--- src/rtl/gpio_pkg.sv ---
// Shared definitions for the GPIO controller: register word offsets,
// bus FSM state encoding and address decode helper.
package gpio_pkg;

  localparam int ADDR_W = 5;

  localparam logic [2:0] GPIO_DIR     = 3'd0;
  localparam logic [2:0] GPIO_OUT     = 3'd1;
  localparam logic [2:0] GPIO_IN      = 3'd2;
  localparam logic [2:0] GPIO_RISE_IE = 3'd3;
  localparam logic [2:0] GPIO_FALL_IE = 3'd4;
  localparam logic [2:0] GPIO_STATUS  = 3'd5;
  localparam logic [2:0] GPIO_OUT_SET = 3'd6;
  localparam logic [2:0] GPIO_OUT_CLR = 3'd7;

  typedef enum logic {
    IDLE = 1'b0,
    RESP = 1'b1
  } bus_state_e;

  // Byte address to word offset; the two low byte-lane bits carry no meaning.
  function automatic logic [2:0] word_index(input logic [ADDR_W-1:0] addr);
    return addr[ADDR_W-1:2];
  endfunction

endpackage

--- src/rtl/gpio_if.sv ---
// Request/response bus between the core and the GPIO controller.
interface gpio_if
  import gpio_pkg::*;
#(
  parameter int DATA_W = 32
) ();

  logic              req_valid;
  logic              req_ready;
  logic              req_write;
  logic [ADDR_W-1:0] req_addr;
  logic [DATA_W-1:0] req_wdata;
  logic              resp_valid;
  logic              resp_ready;
  logic [DATA_W-1:0] resp_rdata;
  logic              resp_err;

  modport master (
    output req_valid, req_write, req_addr, req_wdata, resp_ready,
    input  req_ready, resp_valid, resp_rdata, resp_err
  );

  modport slave (
    input  req_valid, req_write, req_addr, req_wdata, resp_ready,
    output req_ready, resp_valid, resp_rdata, resp_err
  );

endinterface

--- src/rtl/gpio_sync_edge.sv ---
// Two-flop synchronizer for asynchronous pad readback, plus a one-cycle
// delayed copy used to detect rising and falling edges on every bit.
module gpio_sync_edge #(
  parameter int WIDTH = 8
) (
  input  logic             clock,
  input  logic             reset_n,
  input  logic [WIDTH-1:0] async_i,
  output logic [WIDTH-1:0] sync_o,
  output logic [WIDTH-1:0] rise_o,
  output logic [WIDTH-1:0] fall_o
);

  logic [WIDTH-1:0] sync1_q, sync1_d;
  logic [WIDTH-1:0] sync2_q, sync2_d;
  logic [WIDTH-1:0] prev_q,  prev_d;

  // Next-state for the synchronizer chain and history register.
  always_comb begin
    sync1_d = async_i;
    sync2_d = sync1_q;
    prev_d  = sync2_q;
  end

  // Synchronizer and history flops.
  always_ff @(posedge clock or negedge reset_n) begin
    if (!reset_n) begin
      sync1_q <= '0;
      sync2_q <= '0;
      prev_q  <= '0;
    end else begin
      sync1_q <= sync1_d;
      sync2_q <= sync2_d;
      prev_q  <= prev_d;
    end
  end

  assign sync_o = sync2_q;
  assign rise_o = sync2_q & ~prev_q;
  assign fall_o = ~sync2_q & prev_q;

endmodule

--- src/rtl/gpio_ctrl.sv ---
// Memory-mapped GPIO controller: direction/output registers for the pad
// block, synchronized input readback, sticky maskable edge status and irq.
module gpio_ctrl
  import gpio_pkg::*;
#(
  parameter int NUMGPIO = 8,
  parameter int DATA_W  = 32
) (
  input  logic               clock,
  input  logic               reset_n,
  gpio_if.slave              bus,
  output logic [NUMGPIO-1:0] gpio_dir,
  output logic [NUMGPIO-1:0] gpio_out,
  input  logic [NUMGPIO-1:0] gpio_in,
  output logic               irq
);

  bus_state_e         state_q, state_d;
  logic [NUMGPIO-1:0] dir_q, dir_d;
  logic [NUMGPIO-1:0] out_q, out_d;
  logic [NUMGPIO-1:0] rise_ie_q, rise_ie_d;
  logic [NUMGPIO-1:0] fall_ie_q, fall_ie_d;
  logic [NUMGPIO-1:0] status_q, status_d;
  logic               irq_q, irq_d;
  logic               resp_valid_q, resp_valid_d;
  logic [DATA_W-1:0]  resp_rdata_q, resp_rdata_d;
  logic               resp_err_q, resp_err_d;

  logic [NUMGPIO-1:0] in_sync_s;
  logic [NUMGPIO-1:0] rise_s;
  logic [NUMGPIO-1:0] fall_s;
  logic [NUMGPIO-1:0] wbits_s;
  logic [NUMGPIO-1:0] w1c_s;
  logic [DATA_W-1:0]  rd_data_s;
  logic               rd_err_s;
  logic [2:0]         widx_s;
  logic               unused_s;

  function automatic logic [DATA_W-1:0] zext(input logic [NUMGPIO-1:0] v);
    logic [DATA_W-1:0] r;
    r = '0;
    r[NUMGPIO-1:0] = v;
    return r;
  endfunction

  gpio_sync_edge #(
    .WIDTH (NUMGPIO)
  ) u_sync_edge (
    .clock   (clock),
    .reset_n (reset_n),
    .async_i (gpio_in),
    .sync_o  (in_sync_s),
    .rise_o  (rise_s),
    .fall_o  (fall_s)
  );

  assign widx_s   = word_index(bus.req_addr);
  assign wbits_s  = bus.req_wdata[NUMGPIO-1:0];
  assign unused_s = ^{bus.req_addr[1:0], bus.req_wdata};

  // Read mux; a hole in the map would land in the default arm.
  always_comb begin
    rd_data_s = '0;
    rd_err_s  = 1'b0;
    case (widx_s)
      GPIO_DIR:     rd_data_s = zext(dir_q);
      GPIO_OUT:     rd_data_s = zext(out_q);
      GPIO_IN:      rd_data_s = zext(in_sync_s);
      GPIO_RISE_IE: rd_data_s = zext(rise_ie_q);
      GPIO_FALL_IE: rd_data_s = zext(fall_ie_q);
      GPIO_STATUS:  rd_data_s = zext(status_q);
      GPIO_OUT_SET: rd_data_s = '0;
      GPIO_OUT_CLR: rd_data_s = '0;
      default: begin
        rd_data_s = '0;
        rd_err_s  = 1'b1;
      end
    endcase
  end

  // Bus FSM, register writes, status update and irq.
  always_comb begin
    state_d      = state_q;
    dir_d        = dir_q;
    out_d        = out_q;
    rise_ie_d    = rise_ie_q;
    fall_ie_d    = fall_ie_q;
    resp_valid_d = resp_valid_q;
    resp_rdata_d = resp_rdata_q;
    resp_err_d   = resp_err_q;
    w1c_s        = '0;

    case (state_q)
      IDLE: begin
        if (bus.req_valid) begin
          state_d      = RESP;
          resp_valid_d = 1'b1;
          resp_err_d   = rd_err_s;
          if (bus.req_write) begin
            resp_rdata_d = '0;
            case (widx_s)
              GPIO_DIR:     dir_d     = wbits_s;
              GPIO_OUT:     out_d     = wbits_s;
              GPIO_RISE_IE: rise_ie_d = wbits_s;
              GPIO_FALL_IE: fall_ie_d = wbits_s;
              GPIO_STATUS:  w1c_s     = wbits_s;
              GPIO_OUT_SET: out_d     = out_q | wbits_s;
              GPIO_OUT_CLR: out_d     = out_q & ~wbits_s;
              default:      w1c_s     = '0;
            endcase
          end else begin
            resp_rdata_d = rd_data_s;
          end
        end else begin
          state_d = IDLE;
        end
      end
      RESP: begin
        if (bus.resp_ready) begin
          state_d      = IDLE;
          resp_valid_d = 1'b0;
        end else begin
          state_d = RESP;
        end
      end
      default: begin
        state_d      = IDLE;
        resp_valid_d = 1'b0;
      end
    endcase

    // A new enabled edge outranks a clear on the same bit.
    status_d = (status_q & ~w1c_s) | (rise_s & rise_ie_q) | (fall_s & fall_ie_q);
    irq_d    = |status_q;
  end

  // Controller state flops.
  always_ff @(posedge clock or negedge reset_n) begin
    if (!reset_n) begin
      state_q      <= IDLE;
      dir_q        <= '0;
      out_q        <= '0;
      rise_ie_q    <= '0;
      fall_ie_q    <= '0;
      status_q     <= '0;
      irq_q        <= 1'b0;
      resp_valid_q <= 1'b0;
      resp_rdata_q <= '0;
      resp_err_q   <= 1'b0;
    end else begin
      state_q      <= state_d;
      dir_q        <= dir_d;
      out_q        <= out_d;
      rise_ie_q    <= rise_ie_d;
      fall_ie_q    <= fall_ie_d;
      status_q     <= status_d;
      irq_q        <= irq_d;
      resp_valid_q <= resp_valid_d;
      resp_rdata_q <= resp_rdata_d;
      resp_err_q   <= resp_err_d;
    end
  end

  assign bus.req_ready  = (state_q == IDLE);
  assign bus.resp_valid = resp_valid_q;
  assign bus.resp_rdata = resp_rdata_q;
  assign bus.resp_err   = resp_err_q;
  assign gpio_dir       = dir_q;
  assign gpio_out       = out_q;
  assign irq            = irq_q;

endmodule

--- src/flat_wrapper.sv ---
// flat-port wrapper written by rule: the top's interface ports become plain ports
module gpio_ctrl_flat import gpio_pkg::*;
#(
  parameter int NUMGPIO = 8,
  parameter int DATA_W  = 32
)
  (clock, reset_n, gpio_dir, gpio_out, gpio_in, irq, bus_req_valid, bus_req_write, bus_req_addr, bus_req_wdata, bus_resp_ready, bus_req_ready, bus_resp_valid, bus_resp_rdata, bus_resp_err);
  gpio_if #(.DATA_W(DATA_W)) bus_i ();
  input  logic clock;
  input  logic reset_n;
  output logic [NUMGPIO-1:0] gpio_dir;
  output logic [NUMGPIO-1:0] gpio_out;
  input  logic [NUMGPIO-1:0] gpio_in;
  output logic irq;
  input wire logic [$bits(bus_i.req_valid)-1:0] bus_req_valid;
  input wire logic [$bits(bus_i.req_write)-1:0] bus_req_write;
  input wire logic [$bits(bus_i.req_addr)-1:0] bus_req_addr;
  input wire logic [$bits(bus_i.req_wdata)-1:0] bus_req_wdata;
  input wire logic [$bits(bus_i.resp_ready)-1:0] bus_resp_ready;
  output wire logic [$bits(bus_i.req_ready)-1:0] bus_req_ready;
  output wire logic [$bits(bus_i.resp_valid)-1:0] bus_resp_valid;
  output wire logic [$bits(bus_i.resp_rdata)-1:0] bus_resp_rdata;
  output wire logic [$bits(bus_i.resp_err)-1:0] bus_resp_err;
  assign bus_i.req_valid = bus_req_valid;
  assign bus_i.req_write = bus_req_write;
  assign bus_i.req_addr = bus_req_addr;
  assign bus_i.req_wdata = bus_req_wdata;
  assign bus_i.resp_ready = bus_resp_ready;
  assign bus_req_ready = bus_i.req_ready;
  assign bus_resp_valid = bus_i.resp_valid;
  assign bus_resp_rdata = bus_i.resp_rdata;
  assign bus_resp_err = bus_i.resp_err;
  gpio_ctrl #(.NUMGPIO(NUMGPIO), .DATA_W(DATA_W)) u_core (.clock(clock), .reset_n(reset_n), .bus(bus_i), .gpio_dir(gpio_dir), .gpio_out(gpio_out), .gpio_in(gpio_in), .irq(irq));
endmodule
--- config.mk ---
export PLATFORM = sky130hd
export DESIGN_NAME = gpio_ctrl_flat
export DESIGN_NICKNAME = d
export VERILOG_FILES = /design/src/rtl/gpio_pkg.sv /design/src/rtl/gpio_if.sv /design/src/rtl/gpio_sync_edge.sv /design/src/rtl/gpio_ctrl.sv /design/src/flat_wrapper.sv
export SDC_FILE = /design/constraint.sdc
export NUM_CORES = 1
export LEC_CHECK = 0
export BUFFER_PORTS_ARGS = -buffer_cell sky130_fd_sc_hd__buf_2
export CORE_UTILIZATION = 46
export DETAILED_ROUTE_END_ITERATION = 8
export PLACE_DENSITY_LB_ADDON = 0.05
export SLEW_MARGIN = 0
export SYNTH_ARGS = -nofsm -noshare
export SYNTH_HDL_FRONTEND = slang
export SYNTH_SLANG_ARGS = --single-unit
--- constraint.sdc ---
create_clock -name clock -period 1.7 [get_ports clock]
set_input_delay 0.17 -clock clock [delete_from_list [all_inputs] [get_ports clock]]
set_output_delay 0.17 -clock clock [all_outputs]
set_load 0.01 [all_outputs]
==> results of run 1 <==
[worst paths after layout]
kind,slack [ps],to,start
worst min register to register,350,u_core.u_sync_edge.sync_o[6]$_DFF_PN0_,u_core.u_sync_edge.sync1_q[6]$_DFF_PN0_
worst min-delay path,20,u_core.state_q$_DFF_PN0_,bus_resp_ready
min in group asynchronous,320,u_core.fall_ie_q[6]$_DFFE_PN0P_,reset_n
worst max-delay path,110,u_core.fall_ie_q[0]$_DFFE_PN0P_,u_core.state_q$_DFF_PN0_
worst max register to register,110,u_core.fall_ie_q[0]$_DFFE_PN0P_,u_core.state_q$_DFF_PN0_
max in group asynchronous,790,u_core.u_sync_edge.sync_o[1]$_DFF_PN0_,reset_n
[cell families (layout without fill, tap and decap cells)]
logic type	after synthesis	count (layout)	share of synthesized area (%)
buffers and inverters	53	111	9.558
and+or+nand+nor	73	73	10.98
other	1	25	0.1093
AOI/OAI and AO/OA	77	77	15.54
muxes	29	29	9.084
DFF	75	75	54.72
[final cells by class]
cell class | instances | area [um^2] | share of cell area, %
sequential | 75 | 1877 | 45.59
inverter | 15 | 56.30 | 1.368
clock inverter | 4 | 73.82 | 1.793
timing repair buffer | 80 | 525.5 | 12.77
tap | 99 | 123.9 | 3.009
clock buffer | 12 | 145.1 | 3.526
multi-input combinational | 204 | 1315 | 31.95
[power by group]
part / internal, uW / switching (uW) / leakage (uW) / total (uW)
sequential: 2040 / 196 / 0.000872 / 2240
clock: 868 / 660 / 0.000111 / 1530
combinational: 365 / 416 / 0.000952 / 781
[sequential cells by signal, indices dropped and copies added (netlist names)]
name	cells
u_core.bus.resp_valid	1
u_core.status_q	8
u_core.fall_ie_q	8
u_core.gpio_dir	8
u_core.u_sync_edge.sync_o	8
u_core.irq	1
u_core.u_sync_edge.prev_q	8
u_core.rise_ie_q	8
u_core.state_q	1
u_core.gpio_out	8
u_core.u_sync_edge.sync1_q	8
u_core.bus.resp_rdata	8
[metal layers]
layer | up-vias | part of all wire (%) | wire [um] | GRT usage (%)
li1 | 1196 | - | - | -
met1 | 1163 | 49 | 3663 | 30.07
met2 | 92 | 43 | 3194 | 29.44
met3 | 11 | 5.6 | 415 | 4.944
met4 | 0 | 2.1 | 156 | 9.971
met5 | - | 0 | 0 | 0
[placed cells by master, fill, tap and decap left out, types with 3 or more instances in the layout]
cell / Yosys / final
o211ai_1: 8 / 8
dfrtp_1: 75 / 75
o32ai_1: 8 / 8
nor2_1: 15 / 15
buf_2: 4 / 49
mux2_2: 17 / 17
o21ai_2: 8 / 8
dlygate4sd3_1: 0 / 9
nand2_2: 3 / 3
nand3b_1: 9 / 9
a221oi_1: 10 / 10
mux2i_1: 12 / 12
conb_1: 1 / 25
inv_1: 15 / 15
nand2_1: 32 / 32
clkbuf_8: 0 / 10
buf_4: 26 / 20
o21ai_0: 31 / 31
a22oi_1: 8 / 8
[timing repair]
action                                  in CTS  in global routing
endpoints found under the setup margin       4                  0
setup buffers                                1                  0
hold buffers                                 9                  0
hold endpoints to repair                    43                  0
[stage by stage]
step | instances | utilization, % | hold slack [ps]
floorplan | 332 | - | -125.6
global placement | 463 | 52.67 | 156.5
detailed placement | 463 | 52.67 | 165.1
CTS | 489 | 57.06 | 13.04
global route | 489 | 57.06 | 19.35
finish | 489 | 57.06 | 18.95
==> key figures, run 1 <==
Placement
  • GP Congestion: 0.7728
  • Post-Place Worst Slack: 6.027 ps
  • IO Port Bufs: 50
  • Dpl cell area: approximately 3800 um^2
  • Hpwl dp: around 5400 um

Clock network
  • Maximum clock insertion buffer count: 2
  • PostCTS Resize Cnt: 0
  • Clk sinks: 75
  • Worst-Skew Late Latency: between 300 and 400 ps
  • CTS tree: built
  • H-tree depth: 3
  • CTS buffer count: 9
  • Clk root buf: clkbuf_8
  • Worst-path clk slew: 70 ps

STA
  • Fmax: roughly 630 MHz
  • Slew Limit Fails: 0
  • Clk_skew: just over 10 ps
  • Hold Violations, Final: 0
  • Final setup vio count: 0
  • Final WS setup: ~110 ps
  • Period utilization: between 90% and 100%
  • RSZ-0062 raised after global routing: false
  • Setup TNS: 0 ps
  • Final worst path period need: about 1600 ps

Run
  • Max-cap viol count: 0

Logic synthesis
  • Synth top cells by count: dfrtp_1 (75), nand2_1 (32), o21ai_0 (31), buf_4 (26), mux2_2 (17)
  • Number of synthesized flops with an enable pin: 0
  • Synth Cell Area: roughly 3400 um^2
  • Ys flop type: dfrtp_1
  • Synth unique cells: 35
  • Synth warn: 0
  • Yosys top cell by area: dfrtp_1
  • Syn Inst Count: roughly 300
  • #FFs+latches synth: between 70 and 80
  • Count leader, synth: dfrtp_1
  • Ys async rst share: 100.0%
  • Syn Area/Cell: ~11 um^2
  • Seq/Total Area, Yosys: a little over half
  • Area contributors post-synth: dfrtp_1 (55%), buf_4 (5.7%), mux2_2 (5.6%)
  • Yosys top cell area share: a little over half

Floorplanning
  • Core area: just over 7000 um^2
  • Die Span Y: ~88 um
  • # rows: 31
  • Die Area: slightly below 8000 um^2
  • Die Span X: 88.35 um
  • Number of placed I/O pins: between 100 and 150
  • Starting Density: 47.54%

Power and ir drop
  • Worst vdd ir: between 0.5 and 0.6 mV
  • PD cells: around 1100 nW/um^2
  • Leak: between 0.0015 and 0.002 uW
  • Total power draw: 4546 uW

Layout
  • ANT cells: 0
  • Final Cell Area: roughly 4000 um^2
  • Layout cell share with drive strength beyond 1: about 30%
  • Fillers: between 600 and 700
  • Nets: 435
  • Layout Area Growth over Synthesis: 20.03%

Global route
  • First-pass GRT wire length: 11720 um
  • Largest net degree at the start of global routing: between 40 and 50
  • Total GRT Usage: roughly a fifth
  • Number of global-route vias before repair: approximately 2300
  • Grt total ovfl: 0
  • Initial antenna violation count: 0

Setup path
  • R2R cell count: 5
  • Max incr delay on CP: 420 ps
  • WS Path Type: reg -> reg
  • Crit-path max FO: 5
  • Worst endpoint required time: between 1500 and 2000 ps
  • CP bufs+invs: 2
  • Critical path, cell by cell: nand3b_1, buf_4, nor4_4, buf_4, mux2_2
  • CP Launch Type: flop
  • Crit. End Element: flop
  • Crit path arrival time: approximately 1800 ps
  • CP dominant cell by count: buf_4
  • Slowest CP cell: dfrtp_1
  • Worst path depth: 5
  • CP delay by family, top: flip-flops

Routing
  • Detailed router's first-iteration violation count: 131
  • WL per Instance: about 15 um
  • DR vias/cell: a little over 5
  • Pre-Repair DR Iteration Count: 4
  • Vias: about 2500
  • Detail Route Antenna Nets: 0
  • DRC: 0
  • Post-Route WL: approximately 7400 um

Min path
  • Worst min-delay path category: in -> reg
  • Hold path depth: 2

Status
  • Status: complete, no violations
(Power assumes the default switching activity.)
==> run 2, diff against run 1 <==
--- a/config.mk
+++ b/config.mk
@@ -6,7 +6,9 @@
 export NUM_CORES = 1
 export LEC_CHECK = 0
 export BUFFER_PORTS_ARGS = -buffer_cell sky130_fd_sc_hd__buf_2
-export CORE_UTILIZATION = 46
+export CORE_UTILIZATION = 48
+export CTS_BUF_LIST = sky130_fd_sc_hd__clkbuf_8
+export CTS_CLUSTER_SIZE = 40
 export DETAILED_ROUTE_END_ITERATION = 8
 export PLACE_DENSITY_LB_ADDON = 0.05
 export SLEW_MARGIN = 0
==> constraint.sdc (replaced) <==
create_clock -name clock -period 1.7 [get_ports clock]
set_input_delay 0.085 -clock clock [delete_from_list [all_inputs] [get_ports clock]]
set_output_delay 0.085 -clock clock [all_outputs]
set_load 0.01 [all_outputs]
==> run 2 against run 1 <==
Combinational power increased by 0.9%. Die area is 4.1% lower. Fmax increased by 2.4%. Global-route usage rose by 0.82 points. Routed wire length shrank 0.77%. Largest cell class unchanged.
==> key figures, run 2 (same netlist as run 1, synthesis figures left out) <==
Status
  • Status: complete, no violations

Global route
  • Initial antenna violation count: 0
  • Largest net degree at the start of global routing: 43
  • Number of global-route vias before repair: 2291
  • First-pass GRT wire length: roughly 12000 um
  • Total GRT Usage: between 20 and 25%
  • Grt total ovfl: 0

Layout
  • Most common cell after layout, fill and taps aside: dfrtp_1
  • Commonest non-fill, non-tap cells in the layout: dfrtp_1 (75), buf_2 (49), nand2_1 (32)
  • ANT cells: 0
  • Layout Area Growth over Synthesis: 20.21%
  • Final Cell Area: 4123 um^2
  • Nets: 437
  • Layout cell share with drive strength beyond 1: about 30%

Power and ir drop
  • Gate power share: roughly 18%
  • Leak: around 0.0019 uW
  • Worst vdd ir: about 0.7 mV
  • Switch Pwr: between 1000 and 1500 uW
  • Flop pwr share: roughly 51%
  • PD cells: 1065 nW/um^2
  • Internal power: between 3000 and 4000 uW
  • Sw Share: 29.00%
  • Clock power frac: between 30% and 40%

STA
  • RSZ-0062 raised after global routing: false
  • Final setup vio count: 0
  • Final worst path period need: around 1600 ps
  • Clk_skew: between 10 and 15 ps
  • Slew Limit Fails: 0
  • Hold Violations, Final: 0
  • Period utilization: about nine tenths
  • Fmax: roughly 640 MHz
  • Setup TNS: 0 ps

Setup path
  • Crit. End Element: flop
  • CP Launch Type: flop
  • Worst endpoint required time: roughly 1900 ps
  • Crit-path max FO: 5
  • Crit path arrival time: approximately 1800 ps
  • WS Path Type: reg -> reg

Floorplanning
  • # rows: 30
  • Starting Density: 50.20%
  • Die Span Y: ~87 um
  • Number of placed I/O pins: about 100
  • Core area: 6832 um^2
  • Die Area: 7487 um^2
  • Die Span X: around 87 um

Placement
  • IO Port Bufs: 50
  • GP Congestion: about 0.85
  • Dpl cell area: 3801 um^2
  • Hpwl dp: 5230 um

Routing
  • Detail Route Antenna Nets: 0
  • Pre-Repair DR Iteration Count: 4
  • DRC: 0
  • Vias: 2527
  • WL per Instance: between 15 and 20 um
  • DR vias/cell: between 5 and 6
  • Detailed router's first-iteration violation count: 200
  • Post-Route WL: ~7400 um

Clock network
  • Clk sinks: 75
  • CTS tree: built
  • Maximum clock insertion buffer count: 2
  • Worst-path clk slew: 70 ps
  • CTS buffer count: 9
  • Worst-Skew Late Latency: roughly 360 ps
  • Clk root buf: clkbuf_8
  • H-tree depth: 3

Min path
  • Worst min-delay path category: in -> reg

Run
  • Max-cap viol count: 0
-- run 2: cell count changes in the layout (fill, tap and decap cells not counted), sizes merged --
cell / before / now
bufinv: 2 / 1
inv: 15 / 16
clkinv: 2 / 3
clkinvlp: 0 / 1
clkbuf: 12 / 10
dlygate4sd3: 9 / 12
buf: 71 / 70
-- run 2: path summary, 6_finish.rpt --
| check | depth (start not counted) | startpoint | slack (ps) | to |
|---|---|---|---|---|
| min reg2reg | 0 | u_core.u_sync_edge.sync1_q[2]$_DFF_PN0_ | 350 | u_core.u_sync_edge.sync_o[2]$_DFF_PN0_ |
| max | 5 | u_core.state_q$_DFF_PN0_ | 150 | u_core.fall_ie_q[2]$_DFFE_PN0P_ |
| min | 2 | bus_req_wdata[4] | 10 | u_core.rise_ie_q[4]$_DFFE_PN0P_ |
| min in group asynchronous | 2 | reset_n | 80 | u_core.status_q[6]$_DFF_PN0_ |
| max reg2reg | 5 | u_core.state_q$_DFF_PN0_ | 150 | u_core.fall_ie_q[2]$_DFFE_PN0P_ |
| max in group asynchronous | 3 | reset_n | 1070 | u_core.u_sync_edge.sync1_q[7]$_DFF_PN0_ |
-- run 2: final cells by class --
cell class,instances,area [um^2]
clock buffers,10,137.6
clock inverters,6,56.30
fillers,619,2709
inverters,15,56.30
multi-input cells,204,1315
flip-flops and latches,75,1877
well taps,96,120.1
repair buffers,82,560.5
-- run 2: per-stage QoR --
stage          util (%)  total power (uW)  hold slack (ps)  worst slack [ps]  std cells
6_report          60.35              4391            10.63             149.1        488
5_1_grt           60.35              4632           0.7531             84.63        488
4_1_cts           60.24              4429           0.4133             16.28        487
3_5_place_dp      55.64              3042           -99.15             39.90        459
3_3_place_gp      55.64              3020           -100.6             41.10        459
2_1_floorplan         -              2749           -210.6             135.2        332
-- run 2: what timing repair did --
| item | 4_1_cts | 5_1_grt |
|---|---|---|
| endpoints found under the setup margin | 0 | 16 |
| hold buffers | 12 | 0 |
| resized for setup | 0 | 1 |
| setup buffers | 0 | 1 |
| endpoints found under the hold margin | 88 | 0 |
-- run 2: metal layers --
metal	vias up	share of wire, %	GRT usage (%)
li1	1209	-	-
met4	0	1.9	10.45
met1	1213	49	31.60
met3	12	5.9	4.000
met5	-	0	0
met2	93	44	31.10
-- run 2: power groups by stage --
stage / registers, uW / clock network [uW] / logic, uW
final: 2240 / 1370 / 788
after floorplan: 2270 / 0 / 475
after CTS: 2240 / 1400 / 793
after global routing: 2270 / 1480 / 881
after global placement: 2270 / 0 / 754
after detailed placement: 2270 / 0 / 769
-- run 2: worst max-delay path: stages (launching register included) --
cell      delay, ps
dfrtp_1         400
nand3b_1        170
buf_4           170
nor4_4          160
buf_4           210
mux2_2          340
==> run 3, diff against run 2 <==
--- a/config.mk
+++ b/config.mk
@@ -10,7 +10,7 @@
 export CTS_BUF_LIST = sky130_fd_sc_hd__clkbuf_8
 export CTS_CLUSTER_SIZE = 40
 export DETAILED_ROUTE_END_ITERATION = 8
-export PLACE_DENSITY_LB_ADDON = 0.05
+export PLACE_DENSITY = 0.78
 export SLEW_MARGIN = 0
 export SYNTH_ARGS = -nofsm -noshare
 export SYNTH_HDL_FRONTEND = slang
==> run 3 against run 2 <==
Largest power group unchanged. Critical endpoint is now u_core.gpio_out[5]$_DFFE_PN0P_. Final area down 0.85%. Die area unchanged. Routed wire length down 4.6%.
==> key figures, run 3 (same netlist as run 1, synthesis figures left out) <==
Power and ir drop
  • Leak: 0.001907 uW
  • Flop pwr share: 50.8%
  • PD cells: 1075 nW/um^2
  • Sw Share: 28.22%
  • Internal power: about 3200 uW
  • Gate power share: ~18%
  • Worst vdd ir: approximately 0.44 mV
  • Switch Pwr: about 1200 uW
  • Clock power frac: between 30% and 40%

Routing
  • DR vias/cell: between 5 and 6
  • Vias: 2480
  • Detailed router's first-iteration violation count: roughly 190
  • Post-Route WL: roughly 7000 um
  • DRC: 0
  • WL per Instance: about 15 um
  • Detail Route Antenna Nets: 0
  • Pre-Repair DR Iteration Count: 4

Clock network
  • Clk sinks: 75
  • CTS buffer count: 9
  • CTS tree: built
  • Worst-path clk slew: about 80 ps
  • Worst-Skew Late Latency: between 300 and 400 ps
  • H-tree depth: 3
  • Clk root buf: clkbuf_8
  • Maximum clock insertion buffer count: 2

Setup path
  • Crit. End Element: flop
  • CP delay by family, top: compound AO/OA/AOI/OAI gates
  • R2R Setup Slk: 120 ps
  • WS Path Type: reg -> reg
  • Max incr delay on CP: 390 ps
  • CP Launch Type: flop
  • Crit path arrival time: approximately 1900 ps
  • Slowest CP cell: dfrtp_1
  • CP bufs+invs: 1
  • Worst endpoint required time: about 2000 ps
  • Crit-path max FO: 8
  • Critical path, cell by cell: buf_4, and3b_1, o21a_1, o21ai_0, a22oi_1

Layout
  • Layout cell share with drive strength beyond 1: roughly 29%
  • Most common cell after layout, fill and taps aside: dfrtp_1
  • Commonest non-fill, non-tap cells in the layout: dfrtp_1 (75), buf_2 (49), nand2_1 (32)
  • Nets: between 400 and 500
  • Fillers: roughly 600
  • Layout Area Growth over Synthesis: 19.19%
  • Final Cell Area: 4088 um^2
  • ANT cells: 0

Global route
  • Initial antenna violation count: 0
  • Grt total ovfl: 0
  • First-pass GRT wire length: 11450 um
  • Number of global-route vias before repair: 2449
  • Largest net degree at the start of global routing: 50
  • Total GRT Usage: roughly 20%

STA
  • Setup TNS: 0 ps
  • Hold Violations, Final: 0
  • Final setup vio count: 0
  • Final worst path period need: 1581 ps
  • Period utilization: about 93%
  • RSZ-0062 raised after global routing: false
  • Slew Limit Fails: 0
  • Clk_skew: a little over 7 ps
  • Fmax: 632.5 MHz

Placement
  • Dpl cell area: around 3800 um^2
  • Hpwl dp: 5026 um
  • IO Port Bufs: 50
  • GP Congestion: 0.8778

Floorplanning
  • Core area: 6832 um^2
  • Die Area: ~7500 um^2
  • Number of placed I/O pins: ~100
  • Die Span X: around 87 um
  • # rows: 30
  • Starting Density: around half
  • Die Span Y: 86.53 um

Run
  • Max-cap viol count: 0

Status
  • Status: complete, no violations

Min path
  • Worst min-delay path category: in -> reg
==> run 3: metal layers <==
metal | up-vias | part of all wire, % | track usage (%)
met5 | - | 0 | 0
met2 | 103 | 47 | 32.25
met3 | 10 | 6.5 | 5.048
li1 | 1188 | - | -
met4 | 0 | 1.6 | 9.697
met1 | 1179 | 45 | 26.57
==> run 3: area by class of cell <==
class	count	area, um^2	area share [%]
timing repair buffer	76	513.0	12.55
sequential	75	1877	45.91
clock inverter	4	50.05	1.224
multi-input combinational	204	1320	32.29
clock buffer	11	151.4	3.704
inverter	15	56.30	1.377
tap	96	120.1	2.938
==> run 3: worst paths after layout <==
kind,start,endpoint,cells past startpoint
setup / recovery,u_core.state_q$_DFF_PN0_,u_core.gpio_out[5]$_DFFE_PN0P_,5
max in group asynchronous,reset_n,u_core.rise_ie_q[7]$_DFFE_PN0P_,3
hold / removal,bus_req_wdata[6],u_core.fall_ie_q[6]$_DFFE_PN0P_,2
hold reg to reg,u_core.u_sync_edge.sync1_q[2]$_DFF_PN0_,u_core.u_sync_edge.sync_o[2]$_DFF_PN0_,0
min in group asynchronous,reset_n,u_core.bus.resp_rdata[3]$_DFFE_PN0P_,2
setup reg to reg,u_core.state_q$_DFF_PN0_,u_core.gpio_out[5]$_DFFE_PN0P_,5
==> run 3: repair_timing <==
action / in CTS / in global routing
hold endpoints to repair: 38 / 0
endpoints found under the setup margin: 0 / 6
gates resized for setup: 0 / 1
setup buffers: 0 / 0
hold buffers: 11 / 0
==> run 3: worst register-to-register path, stage by stage (launching register included) <==
cell     delay (ps)
dfrtp_1         390
buf_4           140
and3b_1         290
o21a_1          340
o21ai_0         140
a22oi_1         200
==> run 3: per-stage QoR <==
stage | power, uW | worst slack [ps] | hold WS [ps] | util [%] | std cells
global route | 4630 | 23.00 | 14.42 | 59.84 | 481
detailed placement | 3037 | 66.14 | 25.28 | 55.20 | 455
CTS | 4444 | 48.38 | 0.1090 | 59.76 | 481
finish | 4396 | 119.0 | 16.30 | 59.84 | 481
floorplan | 2749 | 135.2 | -210.6 | - | 332
global placement | 2996 | 132.9 | 20.50 | 55.20 | 455
==> run 3: power groups by stage <==
stage / combinational, uW / sequential, uW / clock, uW
floorplan: 475 / 2270 / 0
global placement: 743 / 2250 / 0
detailed placement: 770 / 2270 / 0
CTS: 793 / 2230 / 1420
global route: 880 / 2260 / 1490
finish: 787 / 2230 / 1380
